**config.mk**
```make
export PLATFORM = sky130hd
export DESIGN_NAME = ama_riscv_decode_queue_flat
export DESIGN_NICKNAME = d
export VERILOG_FILES = /design/src/rtl/ama_riscv_decode_queue_pkg.sv /design/src/rtl/ama_riscv_decode_queue_if.sv /design/src/rtl/ama_riscv_decode_core.sv /design/src/rtl/ama_riscv_decode_queue.sv /design/src/flat_wrapper.sv
export SDC_FILE = /design/constraint.sdc
export NUM_CORES = 1
export LEC_CHECK = 0
export ABC_CLOCK_PERIOD_IN_PS = 3400
export CAP_MARGIN = 20
export CORE_ASPECT_RATIO = 0.75
export CORE_MARGIN = 5
export CORE_UTILIZATION = 30
export CTS_BUF_LIST = sky130_fd_sc_hd__clkbuf_2
export CTS_CLUSTER_DIAMETER = 120
export DETAILED_ROUTE_END_ITERATION = 16
export HOLD_SLACK_MARGIN = 0.03
export PLACE_DENSITY = 0.52
export SETUP_SLACK_MARGIN = 0.2
export SYNTH_ARGS = -nofsm -noshare
export SYNTH_HDL_FRONTEND = slang
export SYNTH_SLANG_ARGS = --single-unit
```
**constraint.sdc**
```tcl
create_clock -name clk -period 3.4 [get_ports clk]
set_clock_uncertainty 0.2 [all_clocks]
set_input_delay 1.02 -clock clk [delete_from_list [all_inputs] [get_ports clk]]
set_output_delay 1.02 -clock clk [all_outputs]
set_load 0.1 [all_outputs]
```
**src/rtl/ama_riscv_decode_queue_pkg.sv**
```systemverilog
// ama_riscv_decode_queue_pkg
// Shared types for the queued decode stage:
//   - opcode and control-select enums and the decoder_t control bundle
//   - DECODER_RST_VAL, the idle/bubble value of the control bundle
//   - dec_q_entry_t, one queued {pc, inst} pair (pc held at full 32-bit width)
//   - DEC_Q_DEPTH_DEF, the default queue depth
// Also provides DFF_RST_N, the async active-low reset flop macro that sits
// alongside the existing synchronous reset flop macros.
package ama_riscv_decode_queue_pkg;

  localparam int DEC_Q_DEPTH_DEF = 4;
  localparam int DEC_Q_PC_W_MAX  = 32;

  typedef enum logic [6:0] {
    OPC_LOAD     = 7'b0000011,
    OPC_MISC_MEM = 7'b0001111,
    OPC_ARI_I    = 7'b0010011,
    OPC_AUIPC    = 7'b0010111,
    OPC_STORE    = 7'b0100011,
    OPC_ARI_R    = 7'b0110011,
    OPC_LUI      = 7'b0110111,
    OPC_BRANCH   = 7'b1100011,
    OPC_JALR     = 7'b1100111,
    OPC_JAL      = 7'b1101111,
    OPC_SYSTEM   = 7'b1110011
  } opcode_t;

  typedef enum logic [1:0] {
    PC_SEL_INC4 = 2'd0,
    PC_SEL_ALU  = 2'd1
  } pc_sel_t;

  // Encoding is {fn7[5], fn3} so R-type ops map straight onto it
  typedef enum logic [3:0] {
    ALU_ADD    = 4'b0000,
    ALU_SLL    = 4'b0001,
    ALU_SLT    = 4'b0010,
    ALU_SLTU   = 4'b0011,
    ALU_XOR    = 4'b0100,
    ALU_SRL    = 4'b0101,
    ALU_OR     = 4'b0110,
    ALU_AND    = 4'b0111,
    ALU_SUB    = 4'b1000,
    ALU_SRA    = 4'b1101,
    ALU_PASS_B = 4'b1111
  } alu_op_t;

  typedef enum logic {
    ALU_A_SEL_RS1 = 1'b0,
    ALU_A_SEL_PC  = 1'b1
  } alu_a_sel_t;

  typedef enum logic {
    ALU_B_SEL_RS2 = 1'b0,
    ALU_B_SEL_IMM = 1'b1
  } alu_b_sel_t;

  typedef enum logic [2:0] {
    IG_DISABLED = 3'd0,
    IG_I_TYPE   = 3'd1,
    IG_S_TYPE   = 3'd2,
    IG_B_TYPE   = 3'd3,
    IG_J_TYPE   = 3'd4,
    IG_U_TYPE   = 3'd5
  } ig_sel_t;

  typedef enum logic [1:0] {
    WB_SEL_DMEM = 2'd0,
    WB_SEL_ALU  = 2'd1,
    WB_SEL_INC4 = 2'd2,
    WB_SEL_CSR  = 2'd3
  } wb_sel_t;

  typedef struct packed {
    logic en;
    logic we;
    logic re;
    logic ui;
  } csr_ctrl_t;

  typedef struct packed {
    pc_sel_t    pc_sel;
    logic       pc_we;
    logic       load_inst;
    logic       store_inst;
    logic       branch_inst;
    logic       jump_inst;
    alu_op_t    alu_op;
    alu_a_sel_t alu_a_sel;
    alu_b_sel_t alu_b_sel;
    ig_sel_t    ig_sel;
    logic       bc_uns;
    logic       dmem_en;
    logic       load_sm_en;
    wb_sel_t    wb_sel;
    csr_ctrl_t  csr_ctrl;
    logic       rd_we;
  } decoder_t;

  localparam decoder_t DECODER_RST_VAL = '{
    pc_sel:      PC_SEL_INC4,
    pc_we:       1'b0,
    load_inst:   1'b0,
    store_inst:  1'b0,
    branch_inst: 1'b0,
    jump_inst:   1'b0,
    alu_op:      ALU_ADD,
    alu_a_sel:   ALU_A_SEL_RS1,
    alu_b_sel:   ALU_B_SEL_RS2,
    ig_sel:      IG_DISABLED,
    bc_uns:      1'b0,
    dmem_en:     1'b0,
    load_sm_en:  1'b0,
    wb_sel:      WB_SEL_DMEM,
    csr_ctrl:    '{en: 1'b0, we: 1'b0, re: 1'b0, ui: 1'b0},
    rd_we:       1'b0
  };

  typedef struct packed {
    logic [DEC_Q_PC_W_MAX-1:0] pc;
    logic [31:0]               inst;
  } dec_q_entry_t;

endpackage

`ifndef DFF_RST_N
`define DFF_RST_N(clk, rst_n, q, d, rst_val) \
  always_ff @(posedge clk or negedge rst_n) begin \
    if (!rst_n) q <= (rst_val); \
    else q <= (d); \
  end
`endif

```
**src/rtl/ama_riscv_decode_queue_if.sv**
```systemverilog
// ama_riscv_decode_queue_if
// Fetch-side and execute-side handshakes of the queued decode stage.
//   in_valid/in_ready/in_pc/in_inst                  : fetch pushes {pc, inst}
//   out_valid/out_ready/out_decoded/out_pc/out_inst/
//   out_illegal                                      : decoded instruction to execute
// master = surrounding pipeline (fetch + execute), slave = decode queue.
interface ama_riscv_decode_queue_if #(
  parameter int PC_W = 32
) ();
  import ama_riscv_decode_queue_pkg::*;

  logic            in_valid;
  logic            in_ready;
  logic [PC_W-1:0] in_pc;
  logic [31:0]     in_inst;

  logic            out_valid;
  logic            out_ready;
  decoder_t        out_decoded;
  logic [PC_W-1:0] out_pc;
  logic [31:0]     out_inst;
  logic            out_illegal;

  modport master (
    output in_valid, in_pc, in_inst, out_ready,
    input  in_ready, out_valid, out_decoded, out_pc, out_inst, out_illegal
  );

  modport slave (
    input  in_valid, in_pc, in_inst, out_ready,
    output in_ready, out_valid, out_decoded, out_pc, out_inst, out_illegal
  );
endinterface

```
**src/rtl/ama_riscv_decode_core.sv**
```systemverilog
// ama_riscv_decode_core
// Purely combinational RV32I decoder: instruction word -> control bundle.
//   inst_i    : 32-bit instruction word
//   decoded_o : decoder_t control bundle (DECODER_RST_VAL for unknown opcodes)
//   illegal_o : instruction is illegal
// Build option AMA_RISCV_DEC_ILLEGAL_CHK_EN enables illegal-instruction
// detection; an illegal instruction is turned into a harmless pc+4 bubble.
// Without it illegal_o is tied low and nothing is forced.
module ama_riscv_decode_core
  import ama_riscv_decode_queue_pkg::*;
(
  input  logic [31:0] inst_i,
  output decoder_t    decoded_o,
  output logic        illegal_o
);

  logic [6:0] opcode;
  logic [2:0] fn3;
  logic [6:0] fn7;
  logic [4:0] rs1;
  logic       rdNz;
  logic       unusedInstBits;
  decoder_t   dec;

  assign opcode = inst_i[6:0];
  assign fn3    = inst_i[14:12];
  assign fn7    = inst_i[31:25];
  assign rs1    = inst_i[19:15];
  assign rdNz   = (inst_i[11:7] != 5'd0);

  // Not every instruction bit steers control (rs2, immediates)
  assign unusedInstBits = ^inst_i;

  // Per-opcode control; fields an opcode does not care about stay at reset value
  always_comb begin
    dec = DECODER_RST_VAL;
    case (opcode)
      OPC_ARI_R: begin
        dec.pc_we  = 1'b1;
        dec.alu_op = alu_op_t'({fn7[5], fn3});
        dec.wb_sel = WB_SEL_ALU;
        dec.rd_we  = rdNz;
      end
      OPC_ARI_I: begin
        // only SRAI carries fn7[5]; in other I-types that bit is immediate
        dec.pc_we     = 1'b1;
        dec.alu_op    = alu_op_t'({(fn3 == 3'b101) && fn7[5], fn3});
        dec.alu_b_sel = ALU_B_SEL_IMM;
        dec.ig_sel    = IG_I_TYPE;
        dec.wb_sel    = WB_SEL_ALU;
        dec.rd_we     = rdNz;
      end
      OPC_LOAD: begin
        dec.pc_we      = 1'b1;
        dec.load_inst  = 1'b1;
        dec.alu_b_sel  = ALU_B_SEL_IMM;
        dec.ig_sel     = IG_I_TYPE;
        dec.dmem_en    = 1'b1;
        dec.load_sm_en = 1'b1;
        dec.wb_sel     = WB_SEL_DMEM;
        dec.rd_we      = rdNz;
      end
      OPC_STORE: begin
        dec.pc_we      = 1'b1;
        dec.store_inst = 1'b1;
        dec.alu_b_sel  = ALU_B_SEL_IMM;
        dec.ig_sel     = IG_S_TYPE;
        dec.dmem_en    = 1'b1;
      end
      OPC_BRANCH: begin
        dec.pc_we       = 1'b1;
        dec.branch_inst = 1'b1;
        dec.alu_a_sel   = ALU_A_SEL_PC;
        dec.alu_b_sel   = ALU_B_SEL_IMM;
        dec.ig_sel      = IG_B_TYPE;
        dec.bc_uns      = fn3[1];
      end
      OPC_JAL: begin
        dec.pc_sel    = PC_SEL_ALU;
        dec.pc_we     = 1'b1;
        dec.jump_inst = 1'b1;
        dec.alu_a_sel = ALU_A_SEL_PC;
        dec.alu_b_sel = ALU_B_SEL_IMM;
        dec.ig_sel    = IG_J_TYPE;
        dec.wb_sel    = WB_SEL_INC4;
        dec.rd_we     = rdNz;
      end
      OPC_JALR: begin
        dec.pc_sel    = PC_SEL_ALU;
        dec.pc_we     = 1'b1;
        dec.jump_inst = 1'b1;
        dec.alu_b_sel = ALU_B_SEL_IMM;
        dec.ig_sel    = IG_I_TYPE;
        dec.wb_sel    = WB_SEL_INC4;
        dec.rd_we     = rdNz;
      end
      OPC_LUI: begin
        dec.pc_we     = 1'b1;
        dec.alu_op    = ALU_PASS_B;
        dec.alu_b_sel = ALU_B_SEL_IMM;
        dec.ig_sel    = IG_U_TYPE;
        dec.wb_sel    = WB_SEL_ALU;
        dec.rd_we     = rdNz;
      end
      OPC_AUIPC: begin
        dec.pc_we     = 1'b1;
        dec.alu_a_sel = ALU_A_SEL_PC;
        dec.alu_b_sel = ALU_B_SEL_IMM;
        dec.ig_sel    = IG_U_TYPE;
        dec.wb_sel    = WB_SEL_ALU;
        dec.rd_we     = rdNz;
      end
      OPC_SYSTEM: begin
        // CSRRS/C with rs1 = x0 must not write; CSRRW with rd = x0 must not read
        dec.pc_we       = 1'b1;
        dec.csr_ctrl.en = 1'b1;
        dec.csr_ctrl.we = (fn3[1:0] == 2'b01) || (rs1 != 5'd0);
        dec.csr_ctrl.re = (fn3[1:0] != 2'b01) || rdNz;
        dec.csr_ctrl.ui = fn3[2];
        dec.wb_sel      = WB_SEL_CSR;
        dec.rd_we       = rdNz;
      end
      OPC_MISC_MEM: begin
        dec.pc_we = 1'b1;
      end
      default: ;
    endcase
  end

`ifdef AMA_RISCV_DEC_ILLEGAL_CHK_EN
  logic illegal;

  // Illegal encodings become a side-effect-free pc+4 bubble
  always_comb begin
    illegal = (inst_i[1:0] != 2'b11);
    case (opcode)
      OPC_LOAD:   if ((fn3 == 3'd3) || (fn3 == 3'd6) || (fn3 == 3'd7)) illegal = 1'b1;
      OPC_STORE:  if (fn3 >= 3'd3) illegal = 1'b1;
      OPC_BRANCH: if ((fn3 == 3'd2) || (fn3 == 3'd3)) illegal = 1'b1;
      OPC_JALR:   if (fn3 != 3'd0) illegal = 1'b1;
      OPC_ARI_R: begin
        if ((fn7 != 7'h00) && (fn7 != 7'h20)) illegal = 1'b1;
        if ((fn7 == 7'h20) && (fn3 != 3'd0) && (fn3 != 3'd5)) illegal = 1'b1;
      end
      OPC_SYSTEM: if (fn3 == 3'd4) illegal = 1'b1;
      OPC_ARI_I, OPC_AUIPC, OPC_LUI, OPC_JAL, OPC_MISC_MEM: ;
      default: illegal = 1'b1;
    endcase

    decoded_o = dec;
    if (illegal) begin
      decoded_o.rd_we       = 1'b0;
      decoded_o.dmem_en     = 1'b0;
      decoded_o.csr_ctrl.we = 1'b0;
      decoded_o.pc_sel      = PC_SEL_INC4;
      decoded_o.pc_we       = 1'b1;
    end
  end

  assign illegal_o = illegal;
`else
  assign decoded_o = dec;
  assign illegal_o = 1'b0;
`endif

endmodule

```
**src/rtl/ama_riscv_decode_queue.sv**
```systemverilog
// ama_riscv_decode_queue
// Decode stage with a DEPTH-entry instruction queue in front of a registered
// decode output, valid/ready on both sides.
//   clk, rst_n : clock, async active-low reset
//   flush_i    : synchronous discard of everything queued and presented
//   bus_if     : slave side of ama_riscv_decode_queue_if (fetch in, execute out)
//   level_o    : queue occupancy, not counting the output register
// Illegal-instruction detection is enabled by AMA_RISCV_DEC_ILLEGAL_CHK_EN
// (handled inside ama_riscv_decode_core).
module ama_riscv_decode_queue
  import ama_riscv_decode_queue_pkg::*;
#(
  parameter int DEPTH = DEC_Q_DEPTH_DEF,
  parameter int PC_W  = 32
) (
  input  logic                       clk,
  input  logic                       rst_n,
  input  logic                       flush_i,
  ama_riscv_decode_queue_if.slave    bus_if,
  output logic [$clog2(DEPTH+1)-1:0] level_o
);

  localparam int PTR_W = $clog2(DEPTH);
  localparam int LVL_W = $clog2(DEPTH+1);

  dec_q_entry_t     queueMem_q [DEPTH];
  logic [PTR_W-1:0] wrPtr_q, wrPtr_d;
  logic [PTR_W-1:0] rdPtr_q, rdPtr_d;
  logic [LVL_W-1:0] level_q, level_d;
  logic             inReady_q, inReady_d;
  logic             outValid_q, outValid_d;
  logic             outIllegal_q, outIllegal_d;
  decoder_t         outDecoded_q, outDecoded_d;
  logic [PC_W-1:0]  outPc_q, outPc_d;
  logic [31:0]      outInst_q, outInst_d;

  logic             push;
  logic             load;
  logic             takeHead;
  logic             takeBypass;
  logic             writeTail;
  dec_q_entry_t     inEntry;
  dec_q_entry_t     selEntry;
  decoder_t         coreDecoded;
  logic             coreIllegal;

  // The output register refills whenever it is empty or being consumed. The
  // queue head has precedence; an empty queue lets a fresh push skip straight
  // through, so it never occupies an entry.
  assign push       = bus_if.in_valid && inReady_q;
  assign load       = !outValid_q || bus_if.out_ready;
  assign takeHead   = load && (level_q != '0);
  assign takeBypass = load && (level_q == '0) && push;
  assign writeTail  = push && !takeBypass;

  assign inEntry  = '{pc: DEC_Q_PC_W_MAX'(bus_if.in_pc), inst: bus_if.in_inst};
  assign selEntry = takeHead ? queueMem_q[rdPtr_q] : inEntry;

  ama_riscv_decode_core u_core (
    .inst_i    (selEntry.inst),
    .decoded_o (coreDecoded),
    .illegal_o (coreIllegal)
  );

  // Next state: flush wins over any push/pop in the same cycle
  always_comb begin
    wrPtr_d      = wrPtr_q;
    rdPtr_d      = rdPtr_q;
    level_d      = level_q;
    outValid_d   = outValid_q;
    outDecoded_d = outDecoded_q;
    outIllegal_d = outIllegal_q;
    outPc_d      = outPc_q;
    outInst_d    = outInst_q;

    if (flush_i) begin
      wrPtr_d      = '0;
      rdPtr_d      = '0;
      level_d      = '0;
      outValid_d   = 1'b0;
      outDecoded_d = DECODER_RST_VAL;
      outIllegal_d = 1'b0;
    end else begin
      if (writeTail) wrPtr_d = wrPtr_q + PTR_W'(1);
      if (takeHead)  rdPtr_d = rdPtr_q + PTR_W'(1);
      case ({writeTail, takeHead})
        2'b10:   level_d = level_q + LVL_W'(1);
        2'b01:   level_d = level_q - LVL_W'(1);
        default: ;
      endcase
      if (load) begin
        outValid_d = takeHead || takeBypass;
        if (takeHead || takeBypass) begin
          outDecoded_d = coreDecoded;
          outIllegal_d = coreIllegal;
          outPc_d      = PC_W'(selEntry.pc);
          outInst_d    = selEntry.inst;
        end
      end
    end

    // registered ready: known one cycle ahead, independent of out_ready
    inReady_d = (level_d != LVL_W'(DEPTH));
  end

  // Queue storage has no reset; stale entries are never read
  always_ff @(posedge clk) begin
    if (writeTail && !flush_i) queueMem_q[wrPtr_q] <= inEntry;
  end

  // Control and output registers
  `DFF_RST_N(clk, rst_n, wrPtr_q, wrPtr_d, '0)
  `DFF_RST_N(clk, rst_n, rdPtr_q, rdPtr_d, '0)
  `DFF_RST_N(clk, rst_n, level_q, level_d, '0)
  `DFF_RST_N(clk, rst_n, inReady_q, inReady_d, 1'b1)
  `DFF_RST_N(clk, rst_n, outValid_q, outValid_d, 1'b0)
  `DFF_RST_N(clk, rst_n, outDecoded_q, outDecoded_d, DECODER_RST_VAL)
  `DFF_RST_N(clk, rst_n, outIllegal_q, outIllegal_d, 1'b0)
  `DFF_RST_N(clk, rst_n, outPc_q, outPc_d, '0)
  `DFF_RST_N(clk, rst_n, outInst_q, outInst_d, '0)

  assign bus_if.in_ready    = inReady_q;
  assign bus_if.out_valid   = outValid_q;
  assign bus_if.out_decoded = outDecoded_q;
  assign bus_if.out_pc      = outPc_q;
  assign bus_if.out_inst    = outInst_q;
  assign bus_if.out_illegal = outIllegal_q;
  assign level_o            = level_q;

endmodule

```
**src/flat_wrapper.sv**
```systemverilog
// flat-port wrapper written by rule: the top's interface ports become plain ports
module ama_riscv_decode_queue_flat import ama_riscv_decode_queue_pkg::*;
#(
  parameter int DEPTH = DEC_Q_DEPTH_DEF,
  parameter int PC_W  = 32
)
  (clk, rst_n, flush_i, level_o, bus_if_in_valid, bus_if_in_pc, bus_if_in_inst, bus_if_out_ready, bus_if_in_ready, bus_if_out_valid, bus_if_out_decoded, bus_if_out_pc, bus_if_out_inst, bus_if_out_illegal);
  ama_riscv_decode_queue_if #(.PC_W(PC_W)) bus_if_i ();
  input  logic clk;
  input  logic rst_n;
  input  logic flush_i;
  output logic [$clog2(DEPTH+1)-1:0] level_o;
  input wire logic [$bits(bus_if_i.in_valid)-1:0] bus_if_in_valid;
  input wire logic [$bits(bus_if_i.in_pc)-1:0] bus_if_in_pc;
  input wire logic [$bits(bus_if_i.in_inst)-1:0] bus_if_in_inst;
  input wire logic [$bits(bus_if_i.out_ready)-1:0] bus_if_out_ready;
  output wire logic [$bits(bus_if_i.in_ready)-1:0] bus_if_in_ready;
  output wire logic [$bits(bus_if_i.out_valid)-1:0] bus_if_out_valid;
  output wire logic [$bits(bus_if_i.out_decoded)-1:0] bus_if_out_decoded;
  output wire logic [$bits(bus_if_i.out_pc)-1:0] bus_if_out_pc;
  output wire logic [$bits(bus_if_i.out_inst)-1:0] bus_if_out_inst;
  output wire logic [$bits(bus_if_i.out_illegal)-1:0] bus_if_out_illegal;
  assign bus_if_i.in_valid = bus_if_in_valid;
  assign bus_if_i.in_pc = bus_if_in_pc;
  assign bus_if_i.in_inst = bus_if_in_inst;
  assign bus_if_i.out_ready = bus_if_out_ready;
  assign bus_if_in_ready = bus_if_i.in_ready;
  assign bus_if_out_valid = bus_if_i.out_valid;
  assign bus_if_out_decoded = bus_if_i.out_decoded;
  assign bus_if_out_pc = bus_if_i.out_pc;
  assign bus_if_out_inst = bus_if_i.out_inst;
  assign bus_if_out_illegal = bus_if_i.out_illegal;
  ama_riscv_decode_queue #(.DEPTH(DEPTH), .PC_W(PC_W)) u_core (.clk(clk), .rst_n(rst_n), .flush_i(flush_i), .bus_if(bus_if_i), .level_o(level_o));
endmodule
```
Word level (Yosys, flattened, before mapping):

Memories as Yosys holds them, arrays and structs flattened.
Cells that the tools add are included.

* add/sub/neg operators: 4
* equality and inequality tests: 17
* multiplexer cells: 31
* bitwise logic cells: 1
* reductions and logical operators: 32

Operators by type and width (count)
* two-way mux 26 bit: 3
* two-way mux 64 bit: 1
* == test 7 bit (second input constant): 4
* == test 7 x 6 -> 1 bit (second input constant): 3
* one-hot mux 4 bit (5 select lines): 1
* two-way mux 1 bit: 17
* == test 7 x 5 -> 1 bit (second input constant): 2
* one-hot mux 4 bit (3 select lines): 1
* OR reduction 11 bit: 1
* nonzero test 5 bit: 2
* two-way mux 2 bit: 4
* nonzero test 2 bit: 4
* OR reduction 8 bit: 1
* == test 7 x 2 -> 1 bit (second input constant): 1
* == test 7 x 4 -> 1 bit (second input constant): 1
* logical AND 1 bit: 7
* one-hot mux 2 bit (3 select lines): 1
* one-hot mux 3 bit (2 select lines): 1
* OR reduction 2 bit: 3
* OR reduction 3 bit: 2
* adder 2 x 1 -> 2 bit (second input constant): 2
* == test 2 x 1 -> 1 bit (second input constant): 2
* logical OR 1 bit: 4
* two-way mux 4 bit: 1
* 14 further kinds: 16

* flip-flop bits (word level): 100
* memory bits (writable): 256
* input port bits: 69
* output and inout port bits: 96
* memories: 1

Memories
* u_core.queueMem_q: words 4, bits a word 64, read ports 1, clocked after Yosys merged registers in 0, wr ports 1, RTL line ama_riscv_decode_queue.sv:26 `dec_q_entry_t queueMem_q [DEPTH];`

Longest topological paths before layout:

Gate-level depths: netlist (run 1).

* depth in word-level cells: 10
* mapped depth: 12

By module:

A second synthesis (run 1) with hierarchy kept.

* cells, all modules: 799
* area, all modules: 14221.1 um^2

By module, submodules not included
* ama_riscv_decode_queue: instances 1, cells each 725, area each 13750.7 um^2, sequential area each 10191.0 um^2
* ama_riscv_decode_core: instances 1, cells each 74, area each 470.5 um^2, sequential area each 0.0 um^2

Worst setup path after synthesis (run 1):

Ideal clock, no wire load.

* kind: register -> register
* from: register u_core.level_q[0], in the netlist u_core.level_o[0]
* to: memory u_core.queueMem_q[0][0] in the netlist's numbering, enable pin
* arrival: 3551 ps
* required time: 2771 ps
* setup slack: -780 ps
* stages on the path, launching flop included: 7
* clock period less this slack: 4180 ps
* cell sequence: dfrtp_1 nor3_1 clkbuf_1 a21oi_1 inv_1 nor2_1 and2_1

* word-level cells in the longest chain between the ends: 8

RTL lines
* from (decl): RTL line ama_riscv_decode_queue.sv:29 `logic [LVL_W-1:0] level_q, level_d;`
* zero test 3 bit: RTL line ama_riscv_decode_queue.sv:53 `assign takeBypass = load && (level_q == '0) && push;`
* logical AND 1 bit (2 in a row): RTL line ama_riscv_decode_queue.sv:53
* zero test 1 bit: RTL line ama_riscv_decode_queue.sv:54 `assign writeTail = push && !takeBypass;`
* logical AND 1 bit: RTL line ama_riscv_decode_queue.sv:54
* logical AND 1 bit: RTL line ama_riscv_decode_queue.sv:108 `if (writeTail && !flush_i) queueMem_q[wrPtr_q] <= inEntry;`
* two-way mux 1 bit: RTL line ama_riscv_decode_queue.sv:108
* two-way mux 1 bit (not written as such): RTL line ama_riscv_decode_queue.sv:108
* to (decl): RTL line ama_riscv_decode_queue.sv:26

Every way passes these cells.

Worst setup path after layout (run 1):

* from: register u_core.level_q[0], in the netlist u_core.level_o[0]
* to: output port level_o[0]

RTL lines
* to (decl): RTL line flat_wrapper.sv:12 `output logic [$clog2(DEPTH+1)-1:0] level_o;`

No word-level cell between the ends.

==> impl_metrics.toml, run 1 <==
[floorplanning]
core_sq_um = 46200
start_util_pct = 30.42
rows = 68
io_pins = 165
die_x_microns = 259.9
die_h_microns = 197.4
die-area_sq_um = 51310

[synthesis]
yosysSeqAreaShare_pct = 71.81
async_reset_ff_share_pct = 27.27
syn_inst = 885
synth_flop_cell = "edfxtp_1"
ys_seq_elements = 352
yosysWarnings = 0
yosys.cell_types.count = 61
synth.avg_cell_area_sq_um = 15.88
synth_edf_count = 256
synthesis.area_sq_um = 14050

[placed_design]
portBuffers = 162
dpl.hpwl_microns = 23060
gp_congestion = 0.7770

[routing]
ant_nets = 0
wl_per_cell_microns = 19.27
dr.pass1.iters = 5
drc_errors = 0
drtIter0Drc = 480
vias_per_cell = 4.655
wirelength_microns = 35840
vias = 8658

[clock_network]
htreeDepth = 3
clkLatencyLatePin_ns = 1.02
max-clock-path-buffers = 3
root_buffer = "clkbuf_2"
clk_pin_slew_ns = 0.10
cts_made_buffers = 89
cts_tree = "done"
cts.sinks = 352

[critical_path]
rrSetupSlack_ns = 0.50
cp_slowest_cell = "dfrtp_2"
critPathMaxFanout = 6
required_ns = 2.18
path_buf_inv = 1
crit_arrival_ns = 1.78
start_kind = "flop"
worstPathCellList = "buf_4"
cp_top_family = "flip-flops"
critPathKind = "reg2out"
worstSetupEndpointType = "primary output"
crit_path_max_incr_delay_ns = 0.46

[grt]
grt_pass1_vias = 9000
antenna_found_initial = 3
gr-usage-all-layers_pct = 14.09
gr-total-overflow = 0
grt_max_degree = 55
grt_pass1_wl_microns = 55380

[finish]
num-fill-cells = 4419
mostFrequentLayoutCells = "edfxtp_1, buf_4, nand2_1"
layout_commonest_cell = "edfxtp_1"
drive_above_1_share_pct = 32.03
fin_nets = 1225
fin_util_pct = 37.93
areaGrowthSynthToFinish_pct = 24.69

[run_status]
status = "finished clean"

[power]
power_density_nw_per_um2 = 925.9
peakVddDrop_mv = 0.7275
leakage_nw = 6.423

[timing]
period_share_pct = 88.27
max_freq_ghz = 0.3332
slew_headroom_pct = 57.33
worstMarginPinSlew_ns = 0.6388
period_minus_slack_ns = 3.001
rsz0062_at_grt = "false"
maxSlewViolCount = 0
holdWs_ns = 0.2850
hold_viol_final = 0
setup_viol = 0

[hold_path]
worstHoldPathType = "reg2reg"

[run]
drv_cap = 0
registers in the layout, summed over array words and instances (netlist names):
register	cells
u_core.bus_if.in_ready	1
u_core.bus_if.out_decoded	23
u_core.bus_if.out_inst	32
u_core.bus_if.out_pc	32
u_core.bus_if.out_valid	1
u_core.level_o	3
u_core.queueMem_q	256
u_core.rdPtr_q	2
u_core.wrPtr_q	2
path summary, 6_finish.rpt:
check / start / endpoint / cells after the start
worst min register to register: u_core.bus_if.out_inst[11] / u_core.bus_if.out_inst[11] / 2
worst max register to register: u_core.rdPtr_q[0] / u_core.bus_if.out_decoded[14] / 5
max in group asynchronous: rst_n / u_core.bus_if.in_ready / 3
worst max-delay path: u_core.level_o[0] / level_o[0] / 1
min in group asynchronous: rst_n / u_core.bus_if.out_inst[14] / 2
worst min-delay path: u_core.bus_if.out_inst[11] / u_core.bus_if.out_inst[11] / 2
final cells by class:
class / instances / area, sq um / area share, %
flip-flops and latches: 352 / 10100 / 57.66
multi-input cells: 473 / 3739 / 21.34
repair buffers: 228 / 2036 / 11.62
well taps: 630 / 788.3 / 4.499
clock buffers: 127 / 635.6 / 3.628
clock inverters: 38 / 181.4 / 1.035
inverters: 6 / 25.02 / 0.1428
diodes: 6 / 15.01 / 0.08569
report_power, final:
group / switching [mW] / internal, mW
registers: 0.424 / 5.27
clock network: 1.73 / 1.09
logic: 5.51 / 2.19
synth_stat cells, drive strengths merged (3+ instances only):
cell type  count  area [sq um]
edfxtp       256          7687
nand2        131         494.2
dfrtp         95          2377
mux4          64          1445
nor2          64         240.2
a31oi         53         331.6
clkbuf        36         135.1
o21ai         30         161.4
buf           19         111.4
nand3         15         75.07
a21oi         10         50.05
and2           8         50.05
nand4          8         50.05
mux2           7         78.83
mux2i          7         70.07
inv            6         22.52
a32o           5         50.05
ha             5         62.56
o211ai         5         37.54
and3           4         25.02
nand2b         4         25.02
or3            4         25.02
xnor2          4         35.03
a2111oi        3         40.04
a211oi         3         27.52
a21o           3         22.52
a32oi          3         26.28
nor3           3         15.01
o31ai          3         22.52
xor2           3         26.28
through the flow:
step	setup TNS [ns]	instance area (sq um)	setup slack, ns	instances	power, mW
floorplan	0	14110	0.1113	886	11.35
global placement	-0.02979	16660	-0.02266	1687	13.54
detailed placement	-3.289	16660	-0.03305	1687	13.58
CTS	0	17490	0.2106	1853	16.49
global route	0	17520	0.1501	1860	17.22
finish	0	17520	0.3989	1860	16.22
kinds of logic (layout without fill, tap and decap cells):
group           after synthesis  after routing  synth area share, %
xor+xnor                      7              7               0.4363
buf+inv                      61            399                1.914
simple gates                251            251                7.693
mux                          78             78                11.34
compound gates              129            129                6.188
fa+ha+maj                     6              6               0.5877
other cells                   1              8              0.02669
flops                       352            352                71.81
per-layer routing:
metal | vias up | wire [microns] | GRT usage [%]
met5 | - | 8 | 0
met4 | 2 | 743 | 4.264
met3 | 65 | 2068 | 4.511
met2 | 229 | 16180 | 20.95
met1 | 4339 | 16840 | 19.91
li1 | 4023 | - | -
timing repair:
action / in CTS / in global routing
setup buffers: 0 / 1
hold buffers: 1 / 0
setup endpoints to repair: 1 / 2
endpoints found under the hold margin: 39 / 0
gates resized for setup: 2 / 2
Note: power is estimated with default switching activity, not from simulation.
==> run 2: changes to the inputs <==
--- a/config.mk
+++ b/config.mk
@@ -5,7 +5,7 @@
 export SDC_FILE = /design/constraint.sdc
 export NUM_CORES = 1
 export LEC_CHECK = 0
-export ABC_CLOCK_PERIOD_IN_PS = 3400
+export ABC_CLOCK_PERIOD_IN_PS = 3220
 export CAP_MARGIN = 20
 export CORE_ASPECT_RATIO = 0.75
 export CORE_MARGIN = 5
@@ -14,7 +14,8 @@
 export CTS_CLUSTER_DIAMETER = 120
 export DETAILED_ROUTE_END_ITERATION = 16
 export HOLD_SLACK_MARGIN = 0.03
-export PLACE_DENSITY = 0.52
+export MAX_ROUTING_LAYER = met4
+export PLACE_DENSITY = 0.5
 export SETUP_SLACK_MARGIN = 0.2
 export SYNTH_ARGS = -nofsm -noshare
 export SYNTH_HDL_FRONTEND = slang
==> constraint.sdc (replaced) <==
create_clock -name clk -period 3.22 [get_ports clk]
set_clock_uncertainty 0.2 [all_clocks]
set_input_delay 0.966 -clock clk [delete_from_list [all_inputs] [get_ports clk]]
set_output_delay 0.966 -clock clk [all_outputs]
set_load 0.1 [all_outputs]
==> impl_metrics.toml, run 2 (synthesis gave the netlist of run 1 again) <==
[routing]
drtIter0Drc = 557
ant_nets = 0
vias_per_cell = 4.685
wirelength_microns = 36930
wl_per_cell_microns = 19.66
vias = 8804
dr.pass1.iters = 5
drc_errors = 0

[floorplanning]
start_util_pct = 30.42
core_sq_um = 46200
die_x_microns = 259.9
die_h_microns = 197.4
die-area_sq_um = 51310
io_pins = 165
rows = 68

[grt]
gr-usage-all-layers_pct = 15.00
grt_max_degree = 97
grt_pass1_wl_microns = 57150
grt_pass1_vias = 9296
antenna_found_initial = 4
gr-total-overflow = 0

[timing]
rsz0062_at_grt = "true"
period_share_pct = 89.18
period_minus_slack_ns = 2.871
slew_headroom_pct = 57.18
worst_slack_ns = 0.3485
setup_viol = 0
maxSlewViolCount = 0
max_freq_ghz = 0.3483
worstMarginPinSlew_ns = 0.6422
hold_viol_final = 0

[critical_path]
cp_slowest_cell = "dfstp_2"
worstSetupEndpointType = "primary output"
start_kind = "flop"
crit_start = "u_core.bus_if.in_ready"
rrSetupSlack_ns = 0.46
critPathMaxFanout = 2
worstPathCellList = "buf_12"
cp_top_family = "flip-flops"
crit_path_max_incr_delay_ns = 0.58
crit_arrival_ns = 1.71
critPathKind = "reg2out"
required_ns = 2.05
path_buf_inv = 1
rr_startpoint = "u_core.rdPtr_q[0]"

[clock_network]
cts_tree = "done"
max-clock-path-buffers = 3
clkLatencyLatePin_ns = 0.95
cts_made_buffers = 88
root_buffer = "clkbuf_2"
htreeDepth = 3
cts.sinks = 352
clk_pin_slew_ns = 0.11

[finish]
mostFrequentLayoutCells = "edfxtp_1, buf_4, clkbuf_2"
largest_register = "u_core.queueMem_q"
fin_util_pct = 38.49
layout_commonest_cell = "edfxtp_1"
fin_nets = 1244
largest_register_ffs = 256
areaGrowthSynthToFinish_pct = 26.55
drive_above_1_share_pct = 34.16
num-fill-cells = 4427

[power]
power_density_nw_per_um2 = 990.5
leakage_nw = 6.580
peakVddDrop_mv = 0.6854

[run_status]
status = "finished clean"

[hold_path]
worstHoldPathType = "reg2reg"
holdCritStartpoint = "u_core.bus_if.out_decoded[1]"

[run]
drv_cap = 0

[placed_design]
gp_congestion = 0.8223
pre_cts_slack_ns = -0.1927
dpl.hpwl_microns = 24380
portBuffers = 162
[run 2: cell types whose count changed in the layout (fill, tap and decap cells not counted), sizes merged]
cell      previous run  this run
diode                6         5
clkinv              36        16
clkinvlp             0         3
clkbuf             127       142
bufinv               1         3
buf                160       180
[run 2: area by class of cell]
type                       instances  area (sq um)  area share, %
sequential                       352         10100          56.81
timing repair buffer             248          2226          12.52
inverter                           6         25.02         0.1407
multi-input combinational        473          3734          20.99
tap                              630         788.3          4.433
antenna                            5         12.51        0.07036
clock buffer                     142         710.7          3.996
clock inverter                    23         185.2          1.041
[run 2: timing repair]
action,4_1_cts,5_1_grt
hold buffers,1,0
resized for setup,6,2
hold endpoints to repair,95,0
setup endpoints to repair,4,3
setup buffers,1,0
[run 2: path summary, 6_finish.rpt]
path / to / cells past startpoint
worst max-delay path: bus_if_in_ready / 1
worst min-delay path: u_core.bus_if.out_decoded[1] / 2
worst max register to register: u_core.bus_if.out_decoded[2] / 6
worst min register to register: u_core.bus_if.out_decoded[1] / 2
max in group asynchronous: u_core.bus_if.out_pc[22] / 3
min in group asynchronous: u_core.bus_if.out_pc[12] / 3
[run 2: routing by layer]
metal	up-vias	wire length, microns	global-route usage (%)
met2	248	16530	21.56
li1	4039	-	-
met4	0	626	4.264
met3	57	2225	4.000
met5	-	0	-
met1	4460	17550	21.12
[run 2: where the power goes]
| group | switching, mW | internal [mW] | leakage [nW] |
|---|---|---|---|
| Clock | 1.81 | 1.41 | 0.672 |
| Combinational | 5.93 | 2.48 | 2.44 |
| Sequential | 0.420 | 5.56 | 3.47 |
[run 2: worst reg2reg max path: stages (launching register included)]
cell and delay [ns]:
dfrtp_4 0.67, buf_4 0.30, mux4_2 0.53, nand3_1 0.13, nand4_1 0.25, nor4b_1 0.41, o21ai_1 0.09
[run 2: stage by stage]
step	setup TNS, ns	hold slack (ns)	cells	power, mW	area, sq um
floorplan	-3.771	0.3425	886	11.98	14110
global placement	-9.019	0.2648	1707	14.52	16830
detailed placement	-12.13	0.2739	1707	14.57	16830
CTS	0	0.2916	1874	17.93	17760
global route	0	0.3100	1878	18.68	17780
finish	0	0.2864	1879	17.61	17780
==> run 3: changes to the inputs <==
--- a/config.mk
+++ b/config.mk
@@ -13,8 +13,8 @@
 export CTS_BUF_LIST = sky130_fd_sc_hd__clkbuf_2
 export CTS_CLUSTER_DIAMETER = 120
 export DETAILED_ROUTE_END_ITERATION = 16
+export GPL_ROUTABILITY_DRIVEN = 0
 export HOLD_SLACK_MARGIN = 0.03
-export MAX_ROUTING_LAYER = met4
 export PLACE_DENSITY = 0.5
 export SETUP_SLACK_MARGIN = 0.2
 export SYNTH_ARGS = -nofsm -noshare
==> impl_metrics.toml, run 3 (synthesis gave the netlist of run 1 again) <==
[grt]
antenna_found_initial = 4
gr-usage-all-layers_pct = 14.58
grt_pass1_wl_microns = 57260
gr-total-overflow = 0
grt_pass1_vias = 9279
grt_max_degree = 97

[power]
leakage_nw = 6.579
power_density_nw_per_um2 = 991.0
peakVddDrop_mv = 0.6831
p_seq_share_pct = 34.0
p_switching_mw = 8.165
p_int_mw = 9.444
combPwrFrac_pct = 47.7
power_frac_clock_pct = 18.3
p_total_mw = 17.61
switching_share_pct = 46.37

[floorplanning]
die-area_sq_um = 51310
die_h_microns = 197.4
io_pins = 165
die_x_microns = 259.9
rows = 68
core_sq_um = 46200
start_util_pct = 30.42

[critical_path]
worstPathCellList = "buf_12"
path_buf_inv = 1
critPathKind = "reg2out"
required_ns = 2.05
start_kind = "flop"
cp_top_family = "flip-flops"
cp_slowest_cell = "dfstp_2"
crit_arrival_ns = 1.70
crit_path_max_incr_delay_ns = 0.58
worstSetupEndpointType = "primary output"
critPathMaxFanout = 2

[timing]
worstMarginPinSlew_ns = 0.6174
hold_viol_final = 0
period_minus_slack_ns = 2.865
maxSlewViolCount = 0
max_freq_ghz = 0.3491
final.setup.tns_ns = 0
rsz0062_at_grt = "true"
period_share_pct = 88.96
worst_slack_ns = 0.3555
slew_headroom_pct = 58.84
setup_viol = 0

[routing]
drtIter0Drc = 593
wl_per_cell_microns = 19.75
ant_nets = 0
wirelength_microns = 37030
dr.pass1.iters = 5
vias_per_cell = 4.702
vias = 8816
drc_errors = 0

[finish]
layout_commonest_cell = "edfxtp_1"
largest_register_ffs = 256
mostFrequentLayoutCells = "edfxtp_1, buf_4, clkbuf_2"
largest_register = "u_core.queueMem_q"
areaGrowthSynthToFinish_pct = 26.45
fin_nets = 1244
drive_above_1_share_pct = 34.16

[clock_network]
cts.sinks = 352
root_buffer = "clkbuf_2"
cts_made_buffers = 88
cts_tree = "done"
clk_pin_slew_ns = 0.11
clkLatencyLatePin_ns = 0.94
htreeDepth = 3
max-clock-path-buffers = 3

[run]
drv_cap = 0

[placed_design]
portBuffers = 162
pre_cts_slack_ns = -0.1927
dpl.hpwl_microns = 24380

[run_status]
status = "finished clean"

[hold_path]
worstHoldPathType = "reg2reg"
==> run 3: changes by cell type in the layout (fill, tap and decap cells not counted) <==
cell     delta
diode_2     -4
buf_4       +1
buf_6       -1
==> run 3: path summary, 6_finish.rpt <==
kind / from / end / slack [ns] / cells past startpoint
min reg2reg: u_core.bus_if.out_inst[6] / u_core.bus_if.out_inst[6] / 0.29 / 2
max reg2reg: u_core.rdPtr_q[0] / u_core.bus_if.out_decoded[18] / 0.46 / 6
max: u_core.bus_if.in_ready / bus_if_in_ready / 0.36 / 1
max in group asynchronous: rst_n / u_core.level_o[1] / 1.85 / 3
min: u_core.bus_if.out_inst[6] / u_core.bus_if.out_inst[6] / 0.29 / 2
min in group asynchronous: rst_n / u_core.bus_if.out_inst[2] / 0.48 / 3
==> run 3: metal layers <==
metal / GRT usage [%] / vias to the layer above / wire (microns)
li1: - / 4034 / -
met1: 21.14 / 4476 / 17570
met4: 4.264 / 6 / 641
met2: 21.52 / 236 / 16650
met3: 4.166 / 64 / 2122
met5: 0 / - / 35
==> run 3: metrics by stage <==
| step | util, % | hold WS (ns) | instance area (sq um) | cells |
|---|---|---|---|---|
| after global placement | 36.42 | 0.2648 | 16830 | 1707 |
| after global routing | 38.46 | 0.3172 | 17770 | 1875 |
| after CTS | 38.45 | 0.2916 | 17760 | 1874 |
| after floorplan | - | 0.3425 | 14110 | 886 |
| final | 38.46 | 0.2884 | 17770 | 1875 |
| after detailed placement | 36.42 | 0.2739 | 16830 | 1707 |
==> run 3: power by group through the flow <==
stage	registers [mW]	logic (mW)	clock network (mW)
floorplan	9.07	2.92	0
global placement	6.09	8.43	0
detailed placement	6.10	8.47	0
CTS	6.01	8.51	3.41
global route	6.08	8.94	3.66
finish	5.98	8.41	3.22
==> run 3: cell type report <==
cell class	instances	area (sq um)
diodes	1	2.502
clock buffers	142	710.7
clock inverters	23	185.2
fillers	4429	28430
inverters	6	25.02
multi-input cells	473	3734
flip-flops and latches	352	10100
well taps	630	788.3
repair buffers	248	2222
==> run 3: worst register-to-register path: cells and delay by family (launching register included) <==
kind	cells	cell delay, ns
buffers and inverters	1	0.18
AO/OA/AOI/OAI	3	0.53
multiplexers	1	0.58
AND/OR/NAND/NOR	1	0.47
flip-flops	1	0.68
==> run 3: what timing repair did <==
action	CTS	global route
resized for setup	6	1
hold buffers	1	0
hold endpoints to repair	95	0
endpoints found under the setup margin	4	2
setup buffers	1	0
